[config.mk]
export PLATFORM = sky130hd
export DESIGN_NAME = otter_iobus_timer_flat
export DESIGN_NICKNAME = d
export VERILOG_FILES = /design/src/rtl/otter_iobus_timer_pkg.sv /design/src/rtl/otter_iobus_timer_if.sv /design/src/rtl/otter_iobus_timer_prescaler.sv /design/src/rtl/otter_iobus_timer.sv /design/src/flat_wrapper.sv
export SDC_FILE = /design/constraint.sdc
export NUM_CORES = 1
export LEC_CHECK = 0
export CELL_PAD_IN_SITES_DETAIL_PLACEMENT = 1
export CELL_PAD_IN_SITES_GLOBAL_PLACEMENT = 1
export CORE_MARGIN = 2
export CORE_UTILIZATION = 44
export CTS_CLUSTER_DIAMETER = 50
export DETAILED_ROUTE_END_ITERATION = 12
export PLACE_DENSITY = 0.81
export SLEW_MARGIN = 0
export SYNTH_ARGS = -nofsm -noshare
export SYNTH_HDL_FRONTEND = slang
export SYNTH_SLANG_ARGS = --single-unit
[constraint.sdc]
create_clock -name clk -period 4.85 [get_ports clk]
set_input_delay 1.2125 -clock clk [delete_from_list [all_inputs] [get_ports clk]]
set_output_delay 1.2125 -clock clk [all_outputs]
set_load 0.01 [all_outputs]
[src/rtl/otter_iobus_timer_pkg.sv]
// Shared constants for the OTTER IOBUS timer.
// Register offsets (word index in window) and CTRL bit positions.
package otter_timer_pkg;

  localparam logic [2:0] OFF_CTRL     = 3'd0;
  localparam logic [2:0] OFF_PRESCALE = 3'd1;
  localparam logic [2:0] OFF_COMPARE  = 3'd2;
  localparam logic [2:0] OFF_COUNT    = 3'd3;
  localparam logic [2:0] OFF_STATUS   = 3'd4;

  localparam int CTRL_EN = 0;
  localparam int CTRL_IE = 1;
  localparam int CTRL_AR = 2;

  localparam int CTRL_W = 3;

  // Word offset inside the 32-byte window.
  function automatic logic [2:0] reg_off(
    input logic [31:0] addr
  );
    return addr[4:2];
  endfunction

endpackage

[src/rtl/otter_iobus_timer_if.sv]
// OTTER IOBUS bundle: CPU-side master, peripheral-side slave.
// ADDR/OUT/WR from the CPU; IN (read data) and INTR back to it.
interface otter_iobus_timer_if;

  logic [31:0] IOBUS_ADDR;
  logic [31:0] IOBUS_OUT;
  logic        IOBUS_WR;
  logic [31:0] IOBUS_IN;
  logic        INTR;

  modport master (
    output IOBUS_ADDR,
    output IOBUS_OUT,
    output IOBUS_WR,
    input  IOBUS_IN,
    input  INTR
  );

  modport slave (
    input  IOBUS_ADDR,
    input  IOBUS_OUT,
    input  IOBUS_WR,
    output IOBUS_IN,
    output INTR
  );

endinterface

[src/rtl/otter_iobus_timer_prescaler.sv]
// Prescale counter: pulses tick once every limit+1 enabled cycles.
// Ports: clk, rst (sync high), en, clr, limit[31:0] -> tick.
module timer_prescaler
  import otter_timer_pkg::*;
(
  input  logic        clk,
  input  logic        rst,
  input  logic        en,
  input  logic        clr,
  input  logic [31:0] limit,
  output logic        tick
);

  logic [31:0] psc;

  assign tick = en & (psc == limit);

  always_ff @(posedge clk) begin
    if (rst) begin
      psc <= '0;
    end else if (clr | ~en | tick) begin
      psc <= '0;
    end else begin
      psc <= psc + 32'd1;
    end
  end

endmodule

[src/rtl/otter_iobus_timer.sv]
// Memory-mapped timer with interrupt on the OTTER IOBUS.
// Ports: clk, rst (sync high), bus (slave: ADDR/OUT/WR in, IN/INTR out).
module otter_iobus_timer
  import otter_timer_pkg::*;
#(
  parameter logic [31:0] BASE_ADDR = 32'h1100_0100
) (
  input  logic                 clk,
  input  logic                 rst,
  otter_iobus_timer_if.slave   bus
);

  logic [CTRL_W-1:0] ctrl;
  logic [31:0]       prescale;
  logic [31:0]       compare;
  logic [31:0]       count;
  logic              pend;

  logic        hit;
  logic [2:0]  off;
  logic        wr_hit;
  logic        wr_ctrl;
  logic        wr_pre;
  logic        wr_cmp;
  logic        wr_cnt;
  logic        wr_stat;
  logic        tick;
  logic        fire;
  logic [31:0] rdata;
  logic        unused_addr_lsb;

  assign hit    = bus.IOBUS_ADDR[31:5] == BASE_ADDR[31:5];
  assign off    = reg_off(bus.IOBUS_ADDR);
  assign wr_hit = bus.IOBUS_WR & hit;

  assign wr_ctrl = wr_hit & (off == OFF_CTRL);
  assign wr_pre  = wr_hit & (off == OFF_PRESCALE);
  assign wr_cmp  = wr_hit & (off == OFF_COMPARE);
  assign wr_cnt  = wr_hit & (off == OFF_COUNT);
  assign wr_stat = wr_hit & (off == OFF_STATUS);

  assign unused_addr_lsb = ^bus.IOBUS_ADDR[1:0];

  timer_prescaler u_psc (
    .clk   (clk),
    .rst   (rst),
    .en    (ctrl[CTRL_EN]),
    .clr   (wr_ctrl | wr_pre),
    .limit (prescale),
    .tick  (tick)
  );

  // A software COUNT load suppresses the compare for that cycle.
  assign fire = tick & ~wr_cnt & (count == compare);

  always_ff @(posedge clk) begin
    if (rst) begin
      ctrl <= '0;
    end else if (wr_ctrl) begin
      ctrl <= bus.IOBUS_OUT[CTRL_W-1:0];
    end else if (fire & ~ctrl[CTRL_AR]) begin
      ctrl[CTRL_EN] <= 1'b0;
    end
  end

  always_ff @(posedge clk) begin
    if (rst) begin
      prescale <= '0;
      compare  <= '0;
    end else begin
      if (wr_pre) prescale <= bus.IOBUS_OUT;
      if (wr_cmp) compare  <= bus.IOBUS_OUT;
    end
  end

  always_ff @(posedge clk) begin
    if (rst) begin
      count <= '0;
    end else if (wr_cnt) begin
      count <= bus.IOBUS_OUT;
    end else if (fire) begin
      count <= '0;
    end else if (tick) begin
      count <= count + 32'd1;
    end
  end

  // Hardware set takes priority over a software clear.
  always_ff @(posedge clk) begin
    if (rst) begin
      pend <= 1'b0;
    end else if (fire) begin
      pend <= 1'b1;
    end else if (wr_stat & bus.IOBUS_OUT[0]) begin
      pend <= 1'b0;
    end
  end

  always_comb begin
    rdata = '0;
    if (hit) begin
      unique case (off)
        OFF_CTRL:     rdata = {29'd0, ctrl};
        OFF_PRESCALE: rdata = prescale;
        OFF_COMPARE:  rdata = compare;
        OFF_COUNT:    rdata = count;
        OFF_STATUS:   rdata = {31'd0, pend};
        default:      rdata = '0;
      endcase
    end
  end

  assign bus.IOBUS_IN = rdata;
  assign bus.INTR     = pend & ctrl[CTRL_IE];

endmodule

[src/flat_wrapper.sv]
// flat-port wrapper written by rule: the top's interface ports become plain ports
module otter_iobus_timer_flat import otter_timer_pkg::*;
#(
  parameter logic [31:0] BASE_ADDR = 32'h1100_0100
)
  (clk, rst, bus_IOBUS_ADDR, bus_IOBUS_OUT, bus_IOBUS_WR, bus_IOBUS_IN, bus_INTR);
  otter_iobus_timer_if bus_i ();
  input  logic clk;
  input  logic rst;
  input wire logic [$bits(bus_i.IOBUS_ADDR)-1:0] bus_IOBUS_ADDR;
  input wire logic [$bits(bus_i.IOBUS_OUT)-1:0] bus_IOBUS_OUT;
  input wire logic [$bits(bus_i.IOBUS_WR)-1:0] bus_IOBUS_WR;
  output wire logic [$bits(bus_i.IOBUS_IN)-1:0] bus_IOBUS_IN;
  output wire logic [$bits(bus_i.INTR)-1:0] bus_INTR;
  assign bus_i.IOBUS_ADDR = bus_IOBUS_ADDR;
  assign bus_i.IOBUS_OUT = bus_IOBUS_OUT;
  assign bus_i.IOBUS_WR = bus_IOBUS_WR;
  assign bus_IOBUS_IN = bus_i.IOBUS_IN;
  assign bus_INTR = bus_i.INTR;
  otter_iobus_timer #(.BASE_ADDR(BASE_ADDR)) u_core (.clk(clk), .rst(rst), .bus(bus_i));
endmodule
==> run metrics, run 1 <==
outcome=complete, no violations; Starting DRT DRC Count=441; dpl cells=1203; HPWL Detailed=18200 um; wire per inst=20.8 um; Slew Limit Fails=0; pwr dens=273 nW/um2; Critical Path RT=3.64 ns; FF+latch count, synth=132; Combinational Power Share=4.9%; Placer Congestion=0.867; Final Setup Violations=0; Longest Clk Path Bufs=2; M1 wire length=11000 um; Synth Instances=925; RSZ-0062 raised after global routing=no; Final Hold Viols=0; area post-placement=8560 um2; CP max FO=12; Seq/Total Area, Yosys=35.7%; Vias/cell=5.82; die width=134 um; syn nets=994; Netlist cell types=48; initial antenna violation count=0; via count=7183; CP endpoint kind=primary output; diode count=0; Root Driver=clkbuf_16; Initial Utilization=44.7%; Top Metal Used=met4; H-tree depth=4; fmax=215 MHz; Placement Rows=47; PortBufs=97; Static Leak=0.00351 uW; CP Class=in -> out; Finished Cell Area=9150 um2; CP cell instances=clkdlybuf4s50_1 > nor4b_2 > nand4_1 > nor3_2 > nand2b_1 > buf_4 > nor2_1 > clkdlybuf4s50_1; slowest CP cell=clkdlybuf4s50_1; Reg power frac=43.4%; Core ar.=16500 um2; Overall Global Routing Usage=29.0%; most frequent cells in the layout=nor2_1 (162), dfxtp_1 (132), nand2_1 (99); Antenna Nets Post-Route=0; crit-path most repeated cell=clkdlybuf4s50_1; clock share of power=51.7%; clock-pin slew on the worst setup and hold paths=0.06 ns; commonest non-fill, non-tap cell in the layout=nor2_1; Int Power=1920 uW; Hold Crit Depth=1; CP max stage delay=0.56 ns; r2r worst-path depth=9; area of the mapped netlist=7390 um2; num ports=100; asr flop ratio synth=0%; critical path's top delay family=buffers and inverters; CP arrival=3.43 ns; Post-Layout Cell Count=1235; # hold bufs at CTS=0; Avg Synthesized Cell Area=7.99 um2; area grow syn2layout=23.8%; residual DRC count=0; post-route setup TNS=0 ns; Sw Share=23.0%; total congestion overflow=0; Crit. path cell count=8; Worst setup SP type=input pin; EDFF count, synth=0; routed wire length=25700 um; crit path time final=4.65 ns; layout cells sized above 1=9.85%; first-pass GRT wire length=40000 um; Max Cap Violations=0; Final period util=95.8%; Slew headroom=44.6%; Least-Margin Pin Slew=0.831 ns; vias in the first global route=7376; Skew-Pair Late Insertion Delay=0.42 ns; VDD IR max=0.000235 V; largest net degree at the start of global routing=75; nets=1071; Crit path buffers/inverters=3; Met3 Wirelength=1350 um; DR pass1 iterations=5; Hold WC Path Type=reg -> reg; Top FF cell, synth=dfxtp_1; Core Util, Final=55.4%; met2 routed WL=12800 um; Setup Skew=0.00998 ns; number of fill cells=1990; CTS Sinks=132; P_sw=573 uW; Num CTS Buffers=17; Yosys warning count=0; area of the die=17900 um2; TritonCTS clock tree=yes; Chip Height=134 um; Post-CTS Repair Setup Buffers=0
layout make-up:
| class | count | area [um2] | share of cell area [%] |
|---|---|---|---|
| timing repair buffer | 119 | 1160 | 12.7 |
| multi-input combinational | 724 | 4460 | 48.7 |
| clock buffer | 19 | 453 | 4.95 |
| clock inverter | 13 | 133 | 1.45 |
| sequential | 132 | 2640 | 28.9 |
| tap | 220 | 275 | 3.01 |
| inverter | 8 | 30.0 | 0.328 |
logic make-up after synthesis:
family                     count (synthesis)  share of synthesized area (%)
adders and majority gates                  2                          0.338
buffers and inverters                     69                           4.21
muxes                                     66                           9.78
and+or+nand+nor                          391                           24.7
DFF                                      132                           35.7
AOI/OAI and AO/OA                        168                           13.8
xor gates and xnor gates                  97                           11.5
power groups by stage:
stage | Sequential [uW] | Clock (uW) | Combinational, uW
final | 1080 | 1290 | 121
after global routing | 1080 | 1340 | 127
after CTS | 1080 | 1300 | 121
after detailed placement | 1110 | 0 | 120
after global placement | 1110 | 0 | 120
after floorplan | 1110 | 0 | 35.0
Yosys cell counts (all sizes together), types with 3 or more instances:
cell / number / area (um2)
buf: 32 / 173
a211oi: 25 / 188
xor2: 56 / 490
mux2i: 34 / 340
and3: 9 / 56.3
o21bai: 3 / 22.5
nor2: 163 / 612
a22oi: 30 / 225
nor4: 22 / 174
nand3: 29 / 145
nand2: 99 / 372
clkbuf: 29 / 109
inv: 8 / 30.0
nand4: 21 / 138
a21o: 3 / 22.5
a21oi: 65 / 325
and2: 5 / 31.3
dfxtp: 132 / 2640
xnor2: 41 / 359
o21ai: 28 / 140
nor2b: 7 / 43.8
and4: 3 / 26.3
mux2: 30 / 338
nor3: 21 / 115
a31oi: 9 / 56.3
worst register-to-register path: cells and delay by family (launching register included):
kind | cells | cell delay [ns]
XOR/XNOR | 1 | 0.16
AND/OR/NAND/NOR | 4 | 0.96
flip-flops | 1 | 0.47
buffers and inverters | 2 | 0.62
AO/OA/AOI/OAI | 2 | 0.42
layer usage:
metal	up-vias	GRT usage, %
met3	37	5.21
met5	-	0
li1	3373	-
met1	3562	35.7
met2	211	50.4
met4	0	11.2
final timing paths:
check                                    startpoint                  end  slack, ns
worst max-delay path             bus_IOBUS_ADDR[10]     bus_IOBUS_IN[12]       0.20
worst min-delay path            u_core.u_psc.psc[0]  u_core.u_psc.psc[0]       0.48
worst max register to register      u_core.count[7]      u_core.count[7]       2.06
worst min register to register  u_core.u_psc.psc[0]  u_core.u_psc.psc[0]       0.48
metrics by stage:
stage,hold slack [ns],power (uW),setup slack (ns)
2_1_floorplan,0.440,1140,0.838
3_3_place_gp,0.459,1230,0.161
3_5_place_dp,0.478,1230,0.0783
4_1_cts,0.490,2510,0.0746
5_1_grt,0.510,2550,0.0443
6_report,0.485,2500,0.204
sequential cells by signal, indices dropped and copies added (netlist names):
name / flops
u_core.compare: 32
u_core.count: 32
u_core.ctrl: 3
u_core.pend: 1
u_core.prescale: 32
u_core.u_psc.psc: 32
timing repair:
item / CTS / global route
resized for setup: 0 / 1
setup endpoints to repair: 0 / 21
endpoints found under the hold margin: 0 / 0
(Power assumes the default switching activity.)
==> run 2: changes to the inputs <==
GPL_TIMING_DRIVEN = 0   (was unset)
==> run 2 against run 1 <==
  * Register-to-register slack lost 0.03 ns
  * Via count grew 3.7%
  * Non-clock buffer count grew 41
  * Highest routed layer unchanged
  * Critical endpoint is now bus_IOBUS_IN[1]
  * First-iteration DRC count grew 23%
  * Critical path depth shrank 1
  * Worst hold slack lost 0.0083 ns
  * Design area grew 2.0%
  * Critical path type unchanged
==> run metrics, run 2 (synthesized netlist as in run 1, its figures left out) <==
outcome=complete, no violations; CP arrival=3.54 ns (+0.11 ns); DR pass1 iterations=5 (unchanged); initial antenna violation count=0 (unchanged); most frequent cells in the layout=nor2_1 (158), dfxtp_1 (132), nand2_1 (99); CTS Sinks=132 (unchanged); H-tree depth=4 (unchanged); Least-Margin Pin Slew=0.802 ns (-0.0295 ns); Placement Rows=47 (unchanged); Max Cap Violations=0 (unchanged); PortBufs=95 (-2.1%); diode count=0 (unchanged); Hold Crit Depth=2 (+1); Hold WC Path Type=reg -> reg; via count=7446 (+3.7%); Num CTS Buffers=17 (unchanged); Root Driver=clkbuf_16; Chip Height=134 um (unchanged); CP max FO=8 (-4); CP Class=in -> out; wire per inst=21.4 um (+2.8%); r2r worst-path depth=8 (-1); nets=1112 (+3.8%); Critical Path RT=3.64 ns (about the same); dpl cells=1240 (+3.1%); Starting DRT DRC Count=543 (+23%); die width=134 um (unchanged); Initial Utilization=44.7% (unchanged); residual DRC count=0 (unchanged); total congestion overflow=0 (unchanged); Skew-Pair Late Insertion Delay=0.43 ns (about the same); Setup Skew=0.00663 ns (-0.00335 ns); Worst setup SP type=input pin; Overall Global Routing Usage=30.9% (+2.0 points); critical path endpoint=bus_IOBUS_IN[1]; Final Setup Violations=0 (unchanged); Slew headroom=46.1% (+1.5 points); Static Leak=0.00370 uW (+5.5%); CP cell instances=clkdlybuf4s50_1 > nor4b_4 > nand4_1 > buf_4 > nor4_4 > and2_1 > clkdlybuf4s50_1; VDD IR max=0.000254 V (+8.0%); crit-path most repeated cell=clkdlybuf4s50_1; RSZ-0062 raised after global routing=no; CP max stage delay=0.55 ns (about the same); first-pass GRT wire length=42000 um (+5.0%); Vias/cell=5.84 (+0.33%); HPWL Detailed=20500 um (+13%); routed wire length=27400 um (+6.2%); Longest Clk Path Bufs=2 (unchanged); RR Endpoint=u_core.count[18]; num ports=100 (unchanged); Antenna Nets Post-Route=0 (unchanged); layout cells sized above 1=10.6% (+0.75 points); area grow syn2layout=26.3%; r2r setup slk=2.03 ns (-0.03 ns); pwr dens=283 nW/um2 (+3.9%); Setup WS pre-CTS=-0.712 ns (-0.791 ns); largest net degree at the start of global routing=17 (-77%); Core ar.=16500 um2 (unchanged); RR Startpoint=u_core.count[0]; Slew Limit Fails=0 (unchanged); # hold bufs at CTS=0 (unchanged); Final period util=97.9% (+2.1 points); final hold slack=0.476 ns (-0.00834 ns); Post-Layout Cell Count=1276 (+3.3%); CP endpoint kind=primary output; commonest non-fill, non-tap cell in the layout=nor2_1; number of fill cells=2030 (+2.0%); Final Hold Viols=0 (unchanged); crit path from=bus_IOBUS_ADDR[9]; final worst slack=0.0999 ns (-0.104 ns); TritonCTS clock tree=yes; vias in the first global route=7484 (+1.5%); clock-pin slew on the worst setup and hold paths=0.06 ns (about the same); fmax=211 MHz (-2.2%); Placer Congestion=0.913 (+5.3%); crit path time final=4.75 ns (+0.104 ns); area of the die=17900 um2 (unchanged); slowest CP cell=clkdlybuf4s50_1
==> run 2: cell types whose count changed in the layout (fill, tap and decap cells not counted), sizes merged <==
cell | previous run | this run
clkbuf | 19 | 47
clkdlybuf4s50 | 96 | 85
dlygate4sd2 | 0 | 8
clkinvlp | 4 | 2
inv | 9 | 8
bufinv | 2 | 5
buf | 23 | 37
dlymetal6s2s | 0 | 2
==> run 2: timing repair <==
action                                  CTS  global route
endpoints found under the hold margin     0             0
setup buffers                             2             2
gates resized for setup                  21             7
endpoints found under the setup margin   29            12
pin swaps                                 4             0
gates cloned                              0             0
==> run 2: report_power, final <==
| group | total [uW] | internal [uW] | leakage [uW] | switching, uW |
|---|---|---|---|---|
| registers | 1080 | 1080 | 0.00106 | 0.000000868 |
| clock network | 1440 | 925 | 0.000313 | 514 |
| logic | 125 | 57.3 | 0.00233 | 68.0 |
| total | 2650 | 2070 | 0.00370 | 581 |
==> run 2: critical path, delay by kind of cell <==
kind                   cells  cell delay [ns]
AND/OR/NAND/NOR            4             1.13
buffers and inverters      3             1.21
==> run 2: layout make-up <==
cell class                 count  area, um2  area share [%]
clock buffer                  19        443            4.74
buffer                        61        293            3.14
timing repair buffer          99        976            10.5
multi-input combinational    724       4470            47.9
clock inverter                13        206            2.21
tap                          220        275            2.95
sequential                   132       2640            28.3
inverter                       8       30.0           0.322
==> run 2: through the flow <==
step | total power (uW) | instance area (um2) | TNS (ns) | utilization, %
after CTS | 2650 | 9320 | 0 | 56.4
after detailed placement | 1230 | 8620 | -14.37 | 52.2
after global placement | 1230 | 8620 | -12.04 | 52.2
final | 2650 | 9340 | 0 | 56.5
after global routing | 2710 | 9340 | 0 | 56.5
after floorplan | 1140 | 7390 | 0 | -
==> run 2: layer usage <==
layer,GRT usage (%),vias up,share of wire [%]
met3,5.97,67,5.6
met2,52.4,247,49
met4,12.5,0,3.4
met1,38.7,3669,42
li1,-,3463,-
met5,0,-,0
==> run 2: worst min-delay path by stage <==
stage / start / endpoint / slack (ns)
after detailed placement: u_core.pend / u_core.pend / 0.47
after global placement: u_core.pend / u_core.pend / 0.45
after global routing: u_core.pend / u_core.pend / 0.50
after floorplan: u_core.pend / u_core.pend / 0.44
final: u_core.pend / u_core.pend / 0.48
after CTS: u_core.pend / u_core.pend / 0.48
==> run 3: changes to the inputs <==
SLEW_MARGIN = 20   (was 0)
==> results of run 3 <==
Same layout as run 2: the final DEF is identical, and so are final timing and power.
